<file path="config.mk">
export PLATFORM = sky130hd
export DESIGN_NAME = egg_timer_ctrl
export DESIGN_NICKNAME = d
export VERILOG_FILES = /design/src/rtl/egg_timer_pkg.sv /design/src/rtl/egg_timer_ctrl_sec_prescaler.sv /design/src/rtl/egg_timer_ctrl.sv
export SDC_FILE = /design/constraint.sdc
export NUM_CORES = 1
export LEC_CHECK = 0
export CORE_UTILIZATION = 35
export CTS_CLUSTER_DIAMETER = 50
export DETAILED_ROUTE_END_ITERATION = 7
export SLEW_MARGIN = 10
export SYNTH_ARGS = -nofsm -noshare
export SYNTH_HDL_FRONTEND = slang
export SYNTH_SLANG_ARGS = --single-unit
</file>
<file path="constraint.sdc">
create_clock -name clk -period 2.37 [get_ports clk]
set_input_delay 0.5925 -clock clk [delete_from_list [all_inputs] [get_ports clk]]
set_output_delay 0.5925 -clock clk [all_outputs]
set_load 0.1 [all_outputs]
</file>
<file path="src/rtl/egg_timer_pkg.sv">
// Shared types and constants for the egg timer control stage.
// State encoding is visible on the state output, so values are fixed.
package egg_timer_pkg;

    typedef enum logic [1:0] {
        IDLE  = 2'd0,
        RUN   = 2'd1,
        PAUSE = 2'd2,
        ALARM = 2'd3
    } state_e;

    localparam logic [3:0] MAX_DIGIT    = 4'd9;
    localparam logic [3:0] MAX_SEC_TENS = 4'd5;

    // A load is only sensible for a non-zero time whose seconds-tens is a real seconds digit.
    function automatic logic entry_startable(input logic [15:0] entry);
        return (entry != 16'h0000) && (entry[7:4] <= MAX_SEC_TENS);
    endfunction

    function automatic logic digits_are_zero(input logic [3:0] min_tens,
                                             input logic [3:0] min_ones,
                                             input logic [3:0] sec_tens,
                                             input logic [3:0] sec_ones);
        return {min_tens, min_ones, sec_tens, sec_ones} == 16'h0000;
    endfunction

endpackage

</file>
<file path="src/rtl/egg_timer_ctrl_sec_prescaler.sv">
// One-second prescaler shared by the run countdown and the alarm duration.
// tick flags that the count sits on its terminal value, so the next enabled cycle wraps.
module sec_prescaler #(
    parameter int TICKS_PER_SEC = 50000000
) (
    input  logic clk,
    input  logic reset,
    input  logic enable,
    input  logic clear,
    output logic tick
);

    localparam int CNT_W = (TICKS_PER_SEC > 1) ? $clog2(TICKS_PER_SEC) : 1;
    localparam logic [CNT_W-1:0] LAST = CNT_W'(TICKS_PER_SEC - 1);

    logic [CNT_W-1:0] cnt_q;
    logic [CNT_W-1:0] cnt_d;
    logic             tick_q;
    logic             tick_d;

    // Next count: clear wins, otherwise count while enabled and wrap at LAST.
    always_comb begin
        cnt_d = cnt_q;
        if (clear) begin
            cnt_d = {CNT_W{1'b0}};
        end else if (enable) begin
            if (cnt_q == LAST) begin
                cnt_d = {CNT_W{1'b0}};
            end else begin
                cnt_d = cnt_q + CNT_W'(1);
            end
        end else begin
            cnt_d = cnt_q;
        end
        tick_d = (cnt_d == LAST);
    end

    // Counter and terminal-count flag registers.
    always_ff @(posedge clk or negedge reset) begin
        if (!reset) begin
            cnt_q  <= {CNT_W{1'b0}};
            tick_q <= 1'b0;
        end else begin
            cnt_q  <= cnt_d;
            tick_q <= tick_d;
        end
    end

    assign tick = tick_q;

endmodule

</file>
<file path="src/rtl/egg_timer_ctrl.sv">
// Egg timer control: keypad entry, load/decrement strobes for the BCD
// decrementer, and a timed alarm once the decrementer reaches 00:00.
module egg_timer_ctrl
    import egg_timer_pkg::*;
#(
    parameter int TICKS_PER_SEC = 50000000,
    parameter int ALARM_SECS    = 10
) (
    input  logic        clk,
    input  logic        reset,
    input  logic        digitValid,
    input  logic [3:0]  digit,
    input  logic        startKey,
    input  logic        stopKey,
    input  logic        clearKey,
    input  logic [3:0]  secOnes,
    input  logic [3:0]  secTens,
    input  logic [3:0]  minOnes,
    input  logic [3:0]  minTens,
    output logic [15:0] minsSecsOut,
    output logic        wrtEn,
    output logic        decEn,
    output logic        running,
    output logic        alarm,
    output logic [1:0]  state
);

    localparam int ASEC_W = $clog2(ALARM_SECS + 1);
    localparam logic [ASEC_W-1:0] ASEC_LAST = ASEC_W'(ALARM_SECS - 1);

    state_e              state_q;
    state_e              state_d;
    logic [15:0]         entry_q;
    logic [15:0]         entry_d;
    logic                loaded_q;
    logic                loaded_d;
    logic                wrt_en_q;
    logic                wrt_en_d;
    logic                dec_en_q;
    logic                dec_en_d;
    logic                running_q;
    logic                running_d;
    logic                alarm_q;
    logic                alarm_d;
    logic [ASEC_W-1:0]   alarm_secs_q;
    logic [ASEC_W-1:0]   alarm_secs_d;
    logic                presc_en_s;
    logic                presc_clr_s;
    logic                presc_tick_s;
    logic                digits_zero_s;

    assign digits_zero_s = digits_are_zero(minTens, minOnes, secTens, secOnes);

    sec_prescaler #(
        .TICKS_PER_SEC (TICKS_PER_SEC)
    ) u_prescaler (
        .clk    (clk),
        .reset  (reset),
        .enable (presc_en_s),
        .clear  (presc_clr_s),
        .tick   (presc_tick_s)
    );

    // Next-state, entry and strobe logic; clearKey overrides every state.
    always_comb begin
        state_d      = state_q;
        entry_d      = entry_q;
        loaded_d     = loaded_q;
        wrt_en_d     = 1'b0;
        dec_en_d     = 1'b0;
        presc_en_s   = 1'b0;
        presc_clr_s  = 1'b0;
        alarm_secs_d = alarm_secs_q;

        if (clearKey) begin
            state_d      = IDLE;
            entry_d      = 16'h0000;
            loaded_d     = 1'b0;
            wrt_en_d     = 1'b1;
            presc_clr_s  = 1'b1;
            alarm_secs_d = {ASEC_W{1'b0}};
        end else begin
            case (state_q)
                IDLE: begin
                    presc_clr_s  = 1'b1;
                    alarm_secs_d = {ASEC_W{1'b0}};
                    loaded_d     = 1'b0;
                    if (stopKey) begin
                        entry_d = entry_q;
                    end else if (startKey) begin
                        if (entry_startable(entry_q)) begin
                            state_d  = RUN;
                            wrt_en_d = 1'b1;
                        end else begin
                            state_d = IDLE;
                        end
                    end else if (digitValid && (digit <= MAX_DIGIT)) begin
                        entry_d = {entry_q[11:0], digit};
                    end else begin
                        entry_d = entry_q;
                    end
                end
                RUN: begin
                    // The decrementer holds valid digits only after the wrtEn cycle.
                    loaded_d = loaded_q | wrt_en_q;
                    if (stopKey) begin
                        state_d = PAUSE;
                    end else if (loaded_q && digits_zero_s) begin
                        state_d      = ALARM;
                        presc_clr_s  = 1'b1;
                        alarm_secs_d = {ASEC_W{1'b0}};
                    end else begin
                        presc_en_s = 1'b1;
                        dec_en_d   = presc_tick_s;
                    end
                end
                PAUSE: begin
                    if (stopKey) begin
                        state_d = PAUSE;
                    end else if (startKey) begin
                        state_d = RUN;
                    end else begin
                        state_d = PAUSE;
                    end
                end
                ALARM: begin
                    if (startKey || stopKey) begin
                        state_d     = IDLE;
                        entry_d     = 16'h0000;
                        presc_clr_s = 1'b1;
                    end else begin
                        presc_en_s = 1'b1;
                        if (presc_tick_s) begin
                            if (alarm_secs_q == ASEC_LAST) begin
                                state_d     = IDLE;
                                entry_d     = 16'h0000;
                                presc_clr_s = 1'b1;
                            end else begin
                                alarm_secs_d = alarm_secs_q + ASEC_W'(1);
                            end
                        end else begin
                            alarm_secs_d = alarm_secs_q;
                        end
                    end
                end
                default: begin
                    state_d     = IDLE;
                    entry_d     = 16'h0000;
                    presc_clr_s = 1'b1;
                end
            endcase
        end

        running_d = (state_d == RUN);
        alarm_d   = (state_d == ALARM);
    end

    // State, entry and registered output flops.
    always_ff @(posedge clk or negedge reset) begin
        if (!reset) begin
            state_q      <= IDLE;
            entry_q      <= 16'h0000;
            loaded_q     <= 1'b0;
            wrt_en_q     <= 1'b0;
            dec_en_q     <= 1'b0;
            running_q    <= 1'b0;
            alarm_q      <= 1'b0;
            alarm_secs_q <= {ASEC_W{1'b0}};
        end else begin
            state_q      <= state_d;
            entry_q      <= entry_d;
            loaded_q     <= loaded_d;
            wrt_en_q     <= wrt_en_d;
            dec_en_q     <= dec_en_d;
            running_q    <= running_d;
            alarm_q      <= alarm_d;
            alarm_secs_q <= alarm_secs_d;
        end
    end

    assign minsSecsOut = entry_q;
    assign wrtEn       = wrt_en_q;
    assign decEn       = dec_en_q;
    assign running     = running_q;
    assign alarm       = alarm_q;
    assign state       = state_q;

endmodule

</file>
==> results.yml <==
status:
  status: "complete, but fails checks"
  violations: "negative setup slack"
global_routing:
  grt_pass1_vias: 2910
  grt_use_total: 0.210
  grt_max_degree: 38
  antenna_found_initial: 0
  gr-total-overflow: 0
  grt_pass1_wl_mm: 14.3
floorplan:
  rows: 33
  start_util: 0.359
  chipWidth_um: 93.6
  fp.coreArea_mm2: 0.00818
  die-height_um: 93.6
  pin_count: 48
  die-area_mm2: 0.00876
cts:
  insertion_delay_ps: 320
  hold_buffers: 0
  clock-sinks: 54
  cts_tree: "built"
  htree_num_levels: 2
  numCtsBuffers: 5
  cts_root_buffer: "clkbuf_8"
  cts_buffer_depth: 2
  clkTransAtPathRegs_ps: 110
route:
  avgRoutedWirePerCell_um: 16.8
  vias_per_cell: 5.46
  drtAntennaViolNets: 0
  wirelength_mm: 9.10
  vias: 2964
  dr.pass1.iters: 5
  route.detailed.drc: 0
  drt-initial-drc-count: 215
worst_setup_path:
  crit_slowest_cell: "or3_4"
  worstSetupStartpointType: "register"
  path_class: "reg -> reg"
  r2r_start: "u_prescaler.cnt_q[0]"
  crit_family: "simple AND/OR/NAND/NOR gates"
  cp_max_fo: 3
  cp.arrival_ps: 2770
  crit_chain: "ha_2 -> nand3_2 -> or3_4 -> nor4b_4 -> nor2_1 -> mux2_4 -> nor4_2 -> nand4b_1 -> nor4_2"
  worst_path_largest_cell_delay_ps: 440
  end_kind: "register"
  path_common_cell: "nor4_2"
  worst-path-buf-inv: 0
  worstSetupStartpoint: "u_prescaler.cnt_q[0]"
  critPathRequiredTime_ps: 2600
sta:
  post-route-period-util: 1.07
  rsz0062_at_grt: "yes"
  setup_viol: 2
  tightest_slew_ps: 588
  finalHoldViolations: 0
  maxSlewViolCount: 0
  max_freq_mhz: 395
  slew_headroom: 0.608
  worst_slack_ps: -164
  finClkSkew_ps: 11.9
  min_period_ps: 2530
  timing.hold.ws_ps: 202
pwr:
  powerDensity_mw_per_mm2: 360
  intPower_w: 0.00121
  p_comb_frac: 0.098
  p_clk_frac: 0.342
  p_sw_w: 0.000448
  switching_share: 0.270
  p_seq_frac: 0.560
  ir_worst_vdd_mv: 0.201
  power_leakage_nw: 1.97
final_layout:
  final_cell_count_no_fill: 543
  final_common_cell: "buf_4"
  multiInputGateArea_mm2: 0.00178
  final_cell_mix: "105 x buf_4, 52 x dfrtp_1, 27 x nor2_1"
  n_fill_cell: 701
  area_delta_synth_final_pct: 57.0
  nets: 466
  n_antenna_cell: 0
  final_area_mm2: 0.00461
  seq_area_mm2: 0.00136
  finish.utilization: 0.564
  drive_gt1_frac: 0.459
placed_design:
  place_area_mm2: 0.00402
  dp_cells: 510
  port_buffers: 47
  dpl.hpwl_mm: 6.14
  routabilityCongestion: 0.905
synthesis:
  synth.avg_cell_area_um2: 9.95
  syn_area_mm2: 0.00294
  synth_warnings: 0
  syn_inst: 295
  ys_seq_area_frac: 0.460
  synthFlopType: "dfrtp_1"
  ys_async_sr_fraction: 1.00
  synth.net_count: 324
  synth_cell_types: 58
  synth-seq-cells: 54
  synth_edf_count: 0
hold_path:
  holdCritPathClass: "in -> async"
flow_run:
  drv_cap: 0
sequential cells by signal, indices dropped and copies added (netlist names):
register / cells
u_prescaler.cnt_q: 26
minsSecsOut: 16
alarm_secs_q: 4
state: 2
alarm: 1
decEn: 1
loaded_q: 1
running: 1
u_prescaler.tick: 1
wrtEn: 1
routing by layer:
layer | up-vias | global-route usage | routed length, um
met5 | - | 0 | 0
met4 | 0 | 0.0526 | 176
met3 | 21 | 0.0301 | 323
met2 | 86 | 0.343 | 4530
met1 | 1472 | 0.293 | 4070
li1 | 1385 | - | -
power by group through the flow:
stage / Clock [W] / Combinational [W] / Sequential [W]
6_report: 0.000568 / 0.000162 / 0.000930
5_1_grt: 0.000640 / 0.000175 / 0.000931
4_1_cts: 0.000582 / 0.000162 / 0.000930
3_5_place_dp: 0 / 0.000160 / 0.000948
3_3_place_gp: 0 / 0.000159 / 0.000947
2_1_floorplan: 0 / 0.0000307 / 0.000979
per-stage QoR:
| stage | TNS [ps] | setup slack [ps] | total power [W] |
|---|---|---|---|
| after CTS | -152 | -152 | 0.00167 |
| after floorplan | -19.0 | -19.0 | 0.00101 |
| after global routing | -915 | -363 | 0.00175 |
| final | -190 | -164 | 0.00166 |
| after detailed placement | -12190 | -736 | 0.00111 |
| after global placement | -9190 | -701 | 0.00111 |
cells in the mapped netlist (all sizes together) (5+ instances only):
cell type | n | area share
xnor2 | 11 | 0.033
or3 | 5 | 0.012
a22o | 16 | 0.048
nor4 | 11 | 0.026
nor3 | 13 | 0.022
nor2b | 5 | 0.011
nand3 | 7 | 0.014
nand4 | 12 | 0.026
dfrtp | 54 | 0.46
nand2 | 20 | 0.026
clkbuf | 6 | 0.0077
o21ai | 14 | 0.025
nor2 | 34 | 0.043
inv | 6 | 0.0077
a21oi | 15 | 0.026
cell type report:
class	instances	share of cell area
Sequential cell	54	0.295
Tap cell	105	0.0285
Multi-Input combinational cell	225	0.387
Timing Repair Buffer	145	0.264
Inverter	6	0.00489
Clock buffer	5	0.0149
Clock inverter	3	0.00624
worst reg2reg max path, stage by stage, from the launching register on:
cell      delay (ps)
dfrtp_1          370
ha_2             190
nand3_2           80
or3_4            440
nor4b_4          330
nor2_1            70
mux2_4           280
nor4_2           370
nand4b_1         150
nor4_2           150
cells by family after synthesis:
family,count (synthesis),synth area share
compound gates,63,0.164
xor+xnor,15,0.0448
fa+ha+maj,3,0.0128
buf+inv,16,0.0251
flops,54,0.460
mux,5,0.0175
simple gates,139,0.276
path summary, 6_finish.rpt:
check,endpoint,slack (ps),depth (start not counted)
setup reg to reg,u_prescaler.tick,-160,9
min in group clk,alarm_secs_q[3],500,1
max in group asynchronous,state[0],1590,2
hold / removal,u_prescaler.cnt_q[18],200,1
setup / recovery,u_prescaler.tick,-160,9
hold reg to reg,alarm_secs_q[3],500,1
repair_timing:
item | in CTS | in global routing
pin swaps | 28 | 32
cloned | 1 | 0
setup endpoints to repair | 23 | 12
setup buffers | 17 | 7
resized for setup | 62 | 47
No activity file was read; power rests on OpenSTA's default activity.
